[config.mk]
export PLATFORM = sky130hd
export DESIGN_NAME = tt_sweep_ctrl
export DESIGN_NICKNAME = d
export VERILOG_FILES = /design/src/rtl/tt_sweep_ctrl.sv
export SDC_FILE = /design/constraint.sdc
export NUM_CORES = 1
export LEC_CHECK = 0
export ABC_AREA = 1
export BUFFER_PORTS_ARGS = -buffer_cell sky130_fd_sc_hd__buf_4
export CORE_UTILIZATION = 25
export CTS_CLUSTER_DIAMETER = 120
export DETAILED_ROUTE_END_ITERATION = 8
export PLACE_DENSITY = 0.54
export SYNTH_ARGS = -nofsm -noshare
export SYNTH_HDL_FRONTEND = slang
export SYNTH_SLANG_ARGS = --single-unit
[constraint.sdc]
create_clock -name clk -period 2.67 [get_ports clk]
set_input_delay 0.267 -clock clk [delete_from_list [all_inputs] [get_ports clk]]
set_output_delay 0.267 -clock clk [all_outputs]
set_load 0.005 [all_outputs]
[src/rtl/tt_sweep_ctrl.sv]
// Truth-table extraction controller: sweeps a function-under-test through every
// input minterm and assembles its truth table, on-set size and expected-match flag.
module tt_sweep_ctrl #(
  parameter int N_IN    = 7,
  parameter int DUT_LAT = 0,
  localparam int TT_W   = 2**N_IN
) (
  input  logic              clk,
  input  logic              rst_n,
  input  logic              start,
  input  logic [TT_W-1:0]   expected,
  output logic [N_IN-1:0]   stim,
  input  logic              dut_out,
  output logic              busy,
  output logic              done,
  output logic [TT_W-1:0]   tt,
  output logic [N_IN:0]     ones_count,
  output logic              match
);

  typedef enum logic [1:0] {IDLE, DRIVE, DRAIN} state_t;

  localparam logic [N_IN-1:0] LAST_IDX = '1;

  state_t            state, state_nx;
  logic [TT_W-1:0]   expected_q;
  logic [N_IN-1:0]   cap_idx;
  logic              cap_vld;
  logic              drive_vld;
  logic              final_cap;
  logic [TT_W-1:0]   tt_cap;

  assign drive_vld = (state == DRIVE);

  // Index/valid pipeline matches the FUT latency so each dut_out lands on its own minterm.
  generate
    if (DUT_LAT == 0) begin : g_nolat
      assign cap_idx = stim;
      assign cap_vld = drive_vld;
    end else begin : g_lat
      logic [N_IN-1:0]    idx_q [DUT_LAT];
      logic [DUT_LAT-1:0] vld_q;

      always_ff @(posedge clk) begin
        if (!rst_n) begin
          for (int unsigned s = 0; s < DUT_LAT; s++) idx_q[s] <= '0;
          vld_q <= '0;
        end else begin
          idx_q[0] <= stim;
          vld_q[0] <= drive_vld;
          for (int unsigned s = 1; s < DUT_LAT; s++) begin
            idx_q[s] <= idx_q[s-1];
            vld_q[s] <= vld_q[s-1];
          end
        end
      end

      assign cap_idx = idx_q[DUT_LAT-1];
      assign cap_vld = vld_q[DUT_LAT-1];
    end
  endgenerate

  assign final_cap = cap_vld && (cap_idx == LAST_IDX);

  always_ff @(posedge clk) begin
    if (!rst_n) state <= IDLE;
    else        state <= state_nx;
  end

  // The sweep ends on the last capture rather than a drain counter, so DRAIN spans DUT_LAT cycles.
  always_comb begin
    state_nx = state;
    case (state)
      IDLE:    if (start) state_nx = DRIVE;
      DRIVE: begin
        if (final_cap)              state_nx = IDLE;
        else if (stim == LAST_IDX)  state_nx = DRAIN;
      end
      DRAIN:   if (final_cap) state_nx = IDLE;
      default: state_nx = IDLE;
    endcase
  end

  always_comb begin
    busy   = (state != IDLE);
    tt_cap = tt;
    if (cap_vld) tt_cap[cap_idx] = dut_out;
  end

  always_ff @(posedge clk) begin
    if (!rst_n) begin
      stim       <= '0;
      tt         <= '0;
      ones_count <= '0;
      expected_q <= '0;
      done       <= 1'b0;
      match      <= 1'b0;
    end else begin
      done <= 1'b0;
      if (state == IDLE) begin
        stim <= '0;
        if (start) begin
          expected_q <= expected;
          tt         <= '0;
          ones_count <= '0;
          match      <= 1'b0;
        end
      end else begin
        if (cap_vld) begin
          tt         <= tt_cap;
          ones_count <= ones_count + {{N_IN{1'b0}}, dut_out};
        end
        if (final_cap) begin
          done  <= 1'b1;
          match <= (tt_cap == expected_q);
          stim  <= '0;
        end else if (state == DRIVE && stim != LAST_IDX) begin
          stim <= stim + N_IN'(1);
        end
      end
    end
  end

endmodule

# Word level (Yosys, flattened, before mapping)
# Index checks and enable logic that the tools add are counted.
[totals] input_bits=132 wordCells=52 out_inout_bits=146 ff_bits=275
[op_classes] muxes=19 order_cmp=2 n_reduce_logical=13 bitwise_logic=1 n_eq_ne=8 add_sub_neg=2
[op_table] operator="2-to-1 mux 128 bit" n=4
[op_table] operator="bitwise mux 128 bit" n=1
[op_table] operator="== test 128 bit" n=1
[op_table] operator="2-to-1 mux 8 bit" n=3
[op_table] operator="adder 8 x 1 -> 8 bit" n=1
[op_table] operator="less-than comparator 7 x 8 -> 1 bit (second input constant)" n=1
[op_table] operator="2-to-1 mux 2 bit" n=4
[op_table] operator="adder 7 x 1 -> 7 bit (second input constant)" n=1
[op_table] operator="demux 1 bit (select 7 bit)" n=1
[op_table] operator="== test 7 bit (second input constant)" n=1
[op_table] operator=">= comparator 7 x 1 -> 1 bit (second input constant)" n=1
[op_table] operator="inequality test 7 bit (second input constant)" n=1
[op_table] operator="case mux 2 bit (3 select lines)" n=1
[op_table] operator="AND reduction 2 bit" n=3
[op_table] operator="nonzero test 2 bit" n=3
[op_table] operator="2-to-1 mux 1 bit" n=5
[op_table] operator="inequality test 2 bit (second input constant)" n=2
[op_table] operator="logical AND 1 bit" n=3
[op_table] operator="inequality test 3 x 1 -> 1 bit (second input constant)" n=1
[op_table] operator="AND reduction 3 bit" n=1
[op_table] operator="OR reduction 3 bit" n=1
[op_table] operator="== test 2 x 1 -> 1 bit (second input constant)" n=1
[op_table] operator="== test 2 bit (second input constant)" n=1
[op_table] operator="logical NOT 2 bit" n=1
[op_table] operator="2 further kinds" n=2

# Depth between registers and ports, before layout
# Gate-level depths: netlist of the first run.
[depth] depth_word=9 mapped_depth=19 depth_no_buf=18

# Least setup slack after synthesis of the first run
# No wires, ideal clock.
[synth_path] path_kind="register -> register" from="register stim[0]" to="register match" synth_period_minus_slack_ps=1956 stages_incl_launch_ff=16 n_path_buf=1 required_time_ps=2600 setup_ps=70 arrival_time_ps=1886 slack_ps=714 path_cell_list="dfxtp_1 > nand3_2 > nor2_2 > buf_2 > nand3_1 > nand3_1 > nand2_1 > inv_1 > nand2_1 > nor2_1 > nand2_1 > nor2_1 > nand2_1 > nor2_1 > nand3_1 > a21oi_1"
[synth_via] elab_chain_len=9 word_cells_on_any_way=14 cone_classes="order compare: 2; eq/ne: 2; mux: 6; reduce/logical: 4"
[synth_lines] item="start: declaration" line="12" rtl="output logic [N_IN-1:0] stim,"
[synth_lines] item="start signal: assignment" line="118" rtl="stim <= stim + N_IN'(1);"
[synth_lines] item="less-than comparator 7 x 8 -> 1 bit (not written as such) or >= comparator 7 x 1 -> 1 bit (tied branches)" line="87" rtl="if (cap_vld) tt_cap[cap_idx] = dut_out;"
[synth_lines] item="logical AND 1 bit (not written as such)" line="87"
[synth_lines] item="2-to-1 mux 1 bit (not written as such)" line="87"
[synth_lines] item="demux 1 bit (select 7 bit)" line="87"
[synth_lines] item="bitwise mux 128 bit" line="87"
[synth_lines] item="2-to-1 mux 128 bit" line="87"
[synth_lines] item="== test 128 bit" line="115" rtl="match <= (tt_cap == expected_q);"
[synth_lines] item="2-to-1 mux 1 bit" line="113" rtl="if (final_cap) begin"
[synth_lines] item="2-to-1 mux 1 bit" line="100" rtl="if (state == IDLE) begin"
[synth_lines] item="end signal: assignment" line="115"
[synth_lines] item="end: declaration" line="18" rtl="output logic match"
# Parallel ways exist; a longest one is shown, timed or not. The select of a mux whose other input is x is not followed.
# A chain may end at the register's enable or synchronous reset.

# Worst setup path in the final report of the first run
[layout_path] from="register state[1]" to="register match"
[layout_via] elab_chain_len=5 word_cells_on_any_way=10 cone_classes="eq/ne: 3; mux: 3; reduce/logical: 4"
[layout_lines] item="start: declaration" line="25" rtl="state_t state, state_nx;"
[layout_lines] item="start signal: assignment" line="67" rtl="else state <= state_nx;"
[layout_lines] item="== test 2 x 1 -> 1 bit" line="33" rtl="assign drive_vld = (state == DRIVE);"
[layout_lines] item="2-to-1 mux 128 bit" line="87"
[layout_lines] item="== test 128 bit" line="115"
[layout_lines] item="2-to-1 mux 1 bit" line="113"
[layout_lines] item="2-to-1 mux 1 bit" line="100"
# Parallel ways exist; a longest one is shown, timed or not. The select of a mux whose other input is x is not followed.

==> metrics.txt, run 1 <==
DP Cell Count=3295; # DRC=0; Core ar.=57600 um^2; worst-path fanout max=8; Root Driver=clkbuf_16; hold slack=0.0171 ns; Worst-Margin Slew=about 0.96 ns; final core utilization=33.7%; post-route insts no fill=3382; syn_area_per_cell=~6.3 um^2; CP arrival=2.92 ns; initial drt markers=a little over 1000; Initial Util=25.2%; layout cells sized above 1=roughly 17%; fin. max-slew vios=0; Max-cap violations=0; placed cell area=17900 um^2; Final ANT Viol Nets=0; first-pass GRT wire length=about 88000 um; total power=roughly 10 mW; WL/cell=17.6 um; H-Tree Level Count=2; crit start category=register; Pre-Repair DR Iteration Count=5; Post-DP HPWL=41800 um; register area=about 5500 um^2; design area=19400 um^2; Post-Synthesis Net Count=2448; PwrDens=between 500 and 600 nW/um^2; routed wire length=59600 um; Overall Global Routing Usage=slightly below 20%; outcome=completed; Mapped Area=14500 um^2; CTS sink count=275; Clock Skew=0.00958 ns; Yosys reg bits=275; synth warn=0; buffer count from post-CTS setup fixing=0; CTS clk-pin slew, worst paths=0.06 ns; CP Class=reg -> reg; Placer Congestion=0.866; multi-input gate area in the final layout=~7700 um^2; slew margin rel.=36.3%; Critical Path RT=about 3.1 ns; die width=243 um; fillcell total=6286; Final Setup Violations=0; via count=15765; IO buf count=277; global route total overflow=0; Worst Hold Class=in -> reg; CTS tree=yes; Synth area leader=dfxtp_1; Synth cell types=26; Worst VDD drop=318 uV; worst skew pair latency=0.54 ns; Worst setup EP type=register; post-synthesis sequential area ratio=approximately 38%; Final #Nets=approximately 2700; largest net degree at the start of global routing=140; n_diodes=0; I/O pins=278; area growth from synthesis to layout=33.5%; post-synthesis cell count=2313; drt via density=between 4 and 5; fmax=0.405 GHz; row count=88; antenna violations before repair=0; die area=59100 um^2; number of global-route vias before repair=14636; deepest clock path buffer count=3; chip height=243 um; Final Hold Viols=0; TritonCTS Buffers=35; Final period util=92.4%; Period minus WS final=2.47 ns; Yosys top cell area share=37.9%; Area contributors post-synth=dfxtp_1 (38%), nand2_1 (18%), nand3_1 (12%); LEAKAGE=7.86 nW
cell usage after synthesis:
cell type / instances
nor3b_1: 1
inv_1: 221
clkinv_1: 1
o21a_1: 1
clkbuf_1: 89
xor2_1: 20
a211oi_1: 1
dfxtp_1: 275
buf_2: 27
nor2_2: 11
inv_2: 13
buf_1: 11
o21ai_0: 148
buf_4: 2
a32oi_1: 1
ha_1: 3
nor3_1: 8
a21oi_1: 245
o21ai_1: 11
a221oi_1: 1
nand2_1: 684
nand3_2: 1
nand4_1: 12
nor2_1: 137
nand3_1: 337
o21bai_1: 52
worst max-delay path, cell delays in order, from the launching register on:
cell and delay [ns]:
dfxtp_1 0.31, inv_1 0.14, nand3_1 0.14, buf_4 0.19, nor2_4 0.12, buf_6 0.18
buf_4 0.17, nand2_1 0.06, nand2_1 0.07, nand2_1 0.06, xor2_1 0.15, nor2_1 0.09
nand2_1 0.09, nor2_4 0.15, nand2_1 0.14, nor2_1 0.13, nand3_1 0.08, a21oi_1 0.12
state kept, by name, summed over array words and instances (netlist names):
register    flops
ones_count      8
match           1
state           2
tt            128
stim            7
expected_q    128
done            1
final cells by class:
| cell class | count | share of cell area, % |
|---|---|---|
| inverter | 235 | 4.58 |
| sequential | 275 | 28.4 |
| tap | 765 | 4.93 |
| clock buffer | 51 | 5.56 |
| clock inverter | 4 | 0.245 |
| multi-input combinational | 1674 | 39.8 |
| timing repair buffer | 378 | 16.4 |
worst paths after layout:
check | startpoint | end | slack (ns) | cells past startpoint
hold / removal | expected[85] | expected_q[85]$_SDFFE_PN0P_ | 0.02 | 3
setup / recovery | state[1]$_SDFFE_PN0P_ | match$_SDFFE_PN0P_ | 0.20 | 17
setup reg to reg | state[1]$_SDFFE_PN0P_ | match$_SDFFE_PN0P_ | 0.20 | 17
hold reg to reg | expected_q[96]$_SDFFE_PN0P_ | expected_q[96]$_SDFFE_PN0P_ | 0.46 | 2
power breakdown:
part	leakage (nW)	switching, mW	total, mW	internal, mW
Sequential	2.25	0.0913	4.37	4.28
Combinational	5.05	0.817	1.27	0.454
Clock	0.555	1.89	4.76	2.87
Total	7.86	2.80	10.4	7.60
cell families (layout without fill, tap and decap cells):
kind of cell               Yosys count  count (layout)  share of synthesized area [%]
xor gates and xnor gates            20              20                           1.20
buffers and inverters              364             668                           9.68
AOI/OAI and AO/OA                  460             460                           16.8
adders and majority gates            3               3                          0.258
DFF                                275             275                           37.9
and+or+nand+nor                   1191            1191                           34.2
through the flow:
step / setup TNS (ns) / worst slack (ns)
after floorplan: 0 / 0.714
after global placement: -0.0444 / -0.0444
after detailed placement: -0.0198 / -0.0198
after CTS: 0 / 0.0406
after global routing: -0.0296 / -0.0296
final: 0 / 0.204
layer usage:
metal | wire (um) | part of all wire (%) | global-route usage (%)
met2 | 26200 | 44 | 30.5
met5 | 0 | 0 | 0
met4 | 2030 | 3.4 | 7.88
met3 | 3840 | 6.4 | 4.10
met1 | 27500 | 46 | 26.3
what timing repair did:
action / in CTS / in global routing
endpoints found under the setup margin: 1 / 1
hold buffers: 31 / 0
gates cloned: 0 / 1
hold endpoints to repair: 31 / 0
pin swaps: 0 / 1
resized for setup: 2 / 24
layout by cell type (no fill, tap or decap):
master / netlist / layout
clkinv_1: 1 / 1
nor3b_1: 1 / 1
nand3_1: 337 / 337
a21oi_1: 245 / 245
o21ai_0: 148 / 148
nor2_1: 137 / 130
clkinv_2: 0 / 2
dlygate4sd3_1: 0 / 31
nor3_1: 8 / 8
o21a_1: 1 / 1
clkinvlp_4: 0 / 1
a211oi_1: 1 / 1
ha_1: 3 / 3
nand2_1: 684 / 678
nand4_1: 12 / 12
clkbuf_16: 0 / 38
dfxtp_2: 0 / 5
o21ai_1: 11 / 10
nand3_4: 0 / 1
buf_4: 2 / 324
buf_12: 0 / 20
o21ai_4: 0 / 1
inv_1: 221 / 220
a32oi_1: 1 / 1
buf_6: 0 / 2
dfxtp_1: 275 / 270
bufinv_16: 0 / 1
clkbuf_1: 89 / 4
a221oi_1: 1 / 1
nand2_4: 0 / 1
nor2_4: 0 / 8
xor2_1: 20 / 20
inv_2: 13 / 11
nor2_2: 11 / 10
inv_4: 0 / 3
nand2_2: 0 / 5
clkbuf_8: 0 / 10
o21bai_1: 52 / 50
o21bai_2: 0 / 2
Note: power is estimated with default switching activity, not from simulation.
==> run 2: changes to the inputs <==
==> constraint.sdc (replaced) <==
create_clock -name clk -period 2.67 [get_ports clk]
set_input_delay 0.4005 -clock clk [delete_from_list [all_inputs] [get_ports clk]]
set_output_delay 0.4005 -clock clk [all_outputs]
set_load 0.005 [all_outputs]
==> metrics.txt, run 2 (synthesis results as in run 1) <==
outcome=completed; Critical Path RT=3.13 ns; initial drt markers=1013; TritonCTS Buffers=35; register share of total power=42.2%; CTS Hold Buffers Added=0; Final ANT Viol Nets=0; Fin Setup TNS=0 ns; Final #Nets=roughly 2700; slew margin rel.=about 36%; WL/cell=17.7 um; crit start category=register; biggest regs=expected_q x128, tt x128, ones_count x8; H-Tree Level Count=2; buffer count from post-CTS setup fixing=0; layout cells sized above 1=17.2%; first-pass GRT wire length=a little under 90000 um; Post-DP HPWL=approximately 42000 um; Worst-Margin Slew=0.959 ns; Worst Hold Class=in -> reg; dpl ws=-0.0198 ns; Setup WS post-layout=between 0.2 and 0.25 ns; CP arrival=2.90 ns; deepest clock path buffer count=3; Final Hold Viols=0; die width=243 um; fmax=0.409 GHz; Max-cap violations=0; Core ar.=57600 um^2; worst-path fanout max=8; Int Pwr=7.57 mW; LEAKAGE=7.73 nW; worst skew pair latency=0.54 ns; fin. max-slew vios=0; chip height=between 200 and 250 um; CTS tree=yes; row count=88; number of global-route vias before repair=14463; Initial Util=25.2%; largest net degree at the start of global routing=140; Pre-Repair DR Iteration Count=7; die area=59100 um^2; Period minus WS final=2.44 ns; CTS sink count=roughly 280; I/O pins=278; routed wire length=59300 um; PwrDens=542 nW/um^2; post-route insts no fill=around 3400; area growth from synthesis to layout=31.3%; IO buf count=277; antenna violations before repair=1; commonest cells after routing, fill and taps aside=nand2_1 (678), nand3_1 (337), buf_4 (324); DP Cell Count=3295; Comb pwr share=11.9%; Overall Global Routing Usage=19.5%; drt via density=4.65; Clk pwr share=45.8%; Final period util=about nine tenths; via count=between 15000 and 20000; Worst setup EP type=register; # DRC=0; commonest non-fill, non-tap cell in the layout=nand2_1; CTS clk-pin slew, worst paths=about 0.060 ns; global route total overflow=0; Root Driver=clkbuf_16; Placer Congestion=0.866; Clock Skew=0.00936 ns; Worst VDD drop=317 uV; NetSw=2.78 mW; Final Setup Violations=0; switching part of the total=26.9%; CP Class=reg -> reg
## run 2: final cells by class
type / instances / area, um^2
fillers: 6311 / 38500
inverters: 235 / 890
multi-input cells: 1674 / 7730
well taps: 765 / 957
clock inverters: 4 / 47.5
repair buffers: 347 / 2880
flip-flops and latches: 275 / 5510
clock buffers: 51 / 1080
diodes: 1 / 2.50
## run 2: what timing repair did
action	in CTS	in global routing
endpoints found under the setup margin	1	1
resized for setup	2	24
cloned	0	1
pin swaps	0	1
## run 2: final timing paths
check                              start                          end  slack [ns]  cells after the start
min reg2reg  expected_q[96]$_SDFFE_PN0P_  expected_q[96]$_SDFFE_PN0P_        0.46                      2
max reg2reg        state[1]$_SDFFE_PN0P_           match$_SDFFE_PN0P_        0.23                     17
max                state[1]$_SDFFE_PN0P_           match$_SDFFE_PN0P_        0.23                     17
min                          expected[2]   expected_q[2]$_SDFFE_PN0P_        0.12                      3
## run 2: worst max-delay path: stages (launching register included)
cell and delay (ns):
dfxtp_1 0.31, inv_1 0.14, nand3_1 0.14, buf_4 0.19
nor2_4 0.12, buf_6 0.18, buf_4 0.17, nand2_1 0.06
nand2_1 0.07, nand2_1 0.06, xor2_1 0.15, nor2_1 0.09
nand2_1 0.09, nor2_4 0.14, nand2_1 0.13, nor2_1 0.13
nand3_1 0.08, a21oi_1 0.12
## run 2: power by group through the flow
stage          clock network, mW  logic [mW]  registers (mW)
3_3_place_gp                   0        1.23            4.46
3_5_place_dp                   0        1.23            4.46
4_1_cts                     4.88        1.24            4.37
2_1_floorplan                  0       0.701            4.44
5_1_grt                     5.01        1.38            4.39
6_report                    4.75        1.23            4.37
## run 2: metal layers
metal | up-vias | part of all wire (%) | global-route usage [%]
met1 | 7042 | 46 | 26.2
met3 | 102 | 6.7 | 4.12
met4 | 0 | 3.4 | 8.01
li1 | 8022 | - | -
met2 | 425 | 44 | 30.1
met5 | - | 0 | 0
## run 2: stage by stage
stage          instance area (um^2)  power (mW)  utilization (%)  hold WS (ns)
2_1_floorplan                 14500        5.14                -         0.436
3_3_place_gp                  17900        5.69             31.0         0.456
3_5_place_dp                  17900        5.69             31.0         0.460
4_1_cts                       19000        10.5             33.0        0.0937
5_1_grt                       19100        10.8             33.2         0.148
6_report                      19100        10.4             33.2         0.121
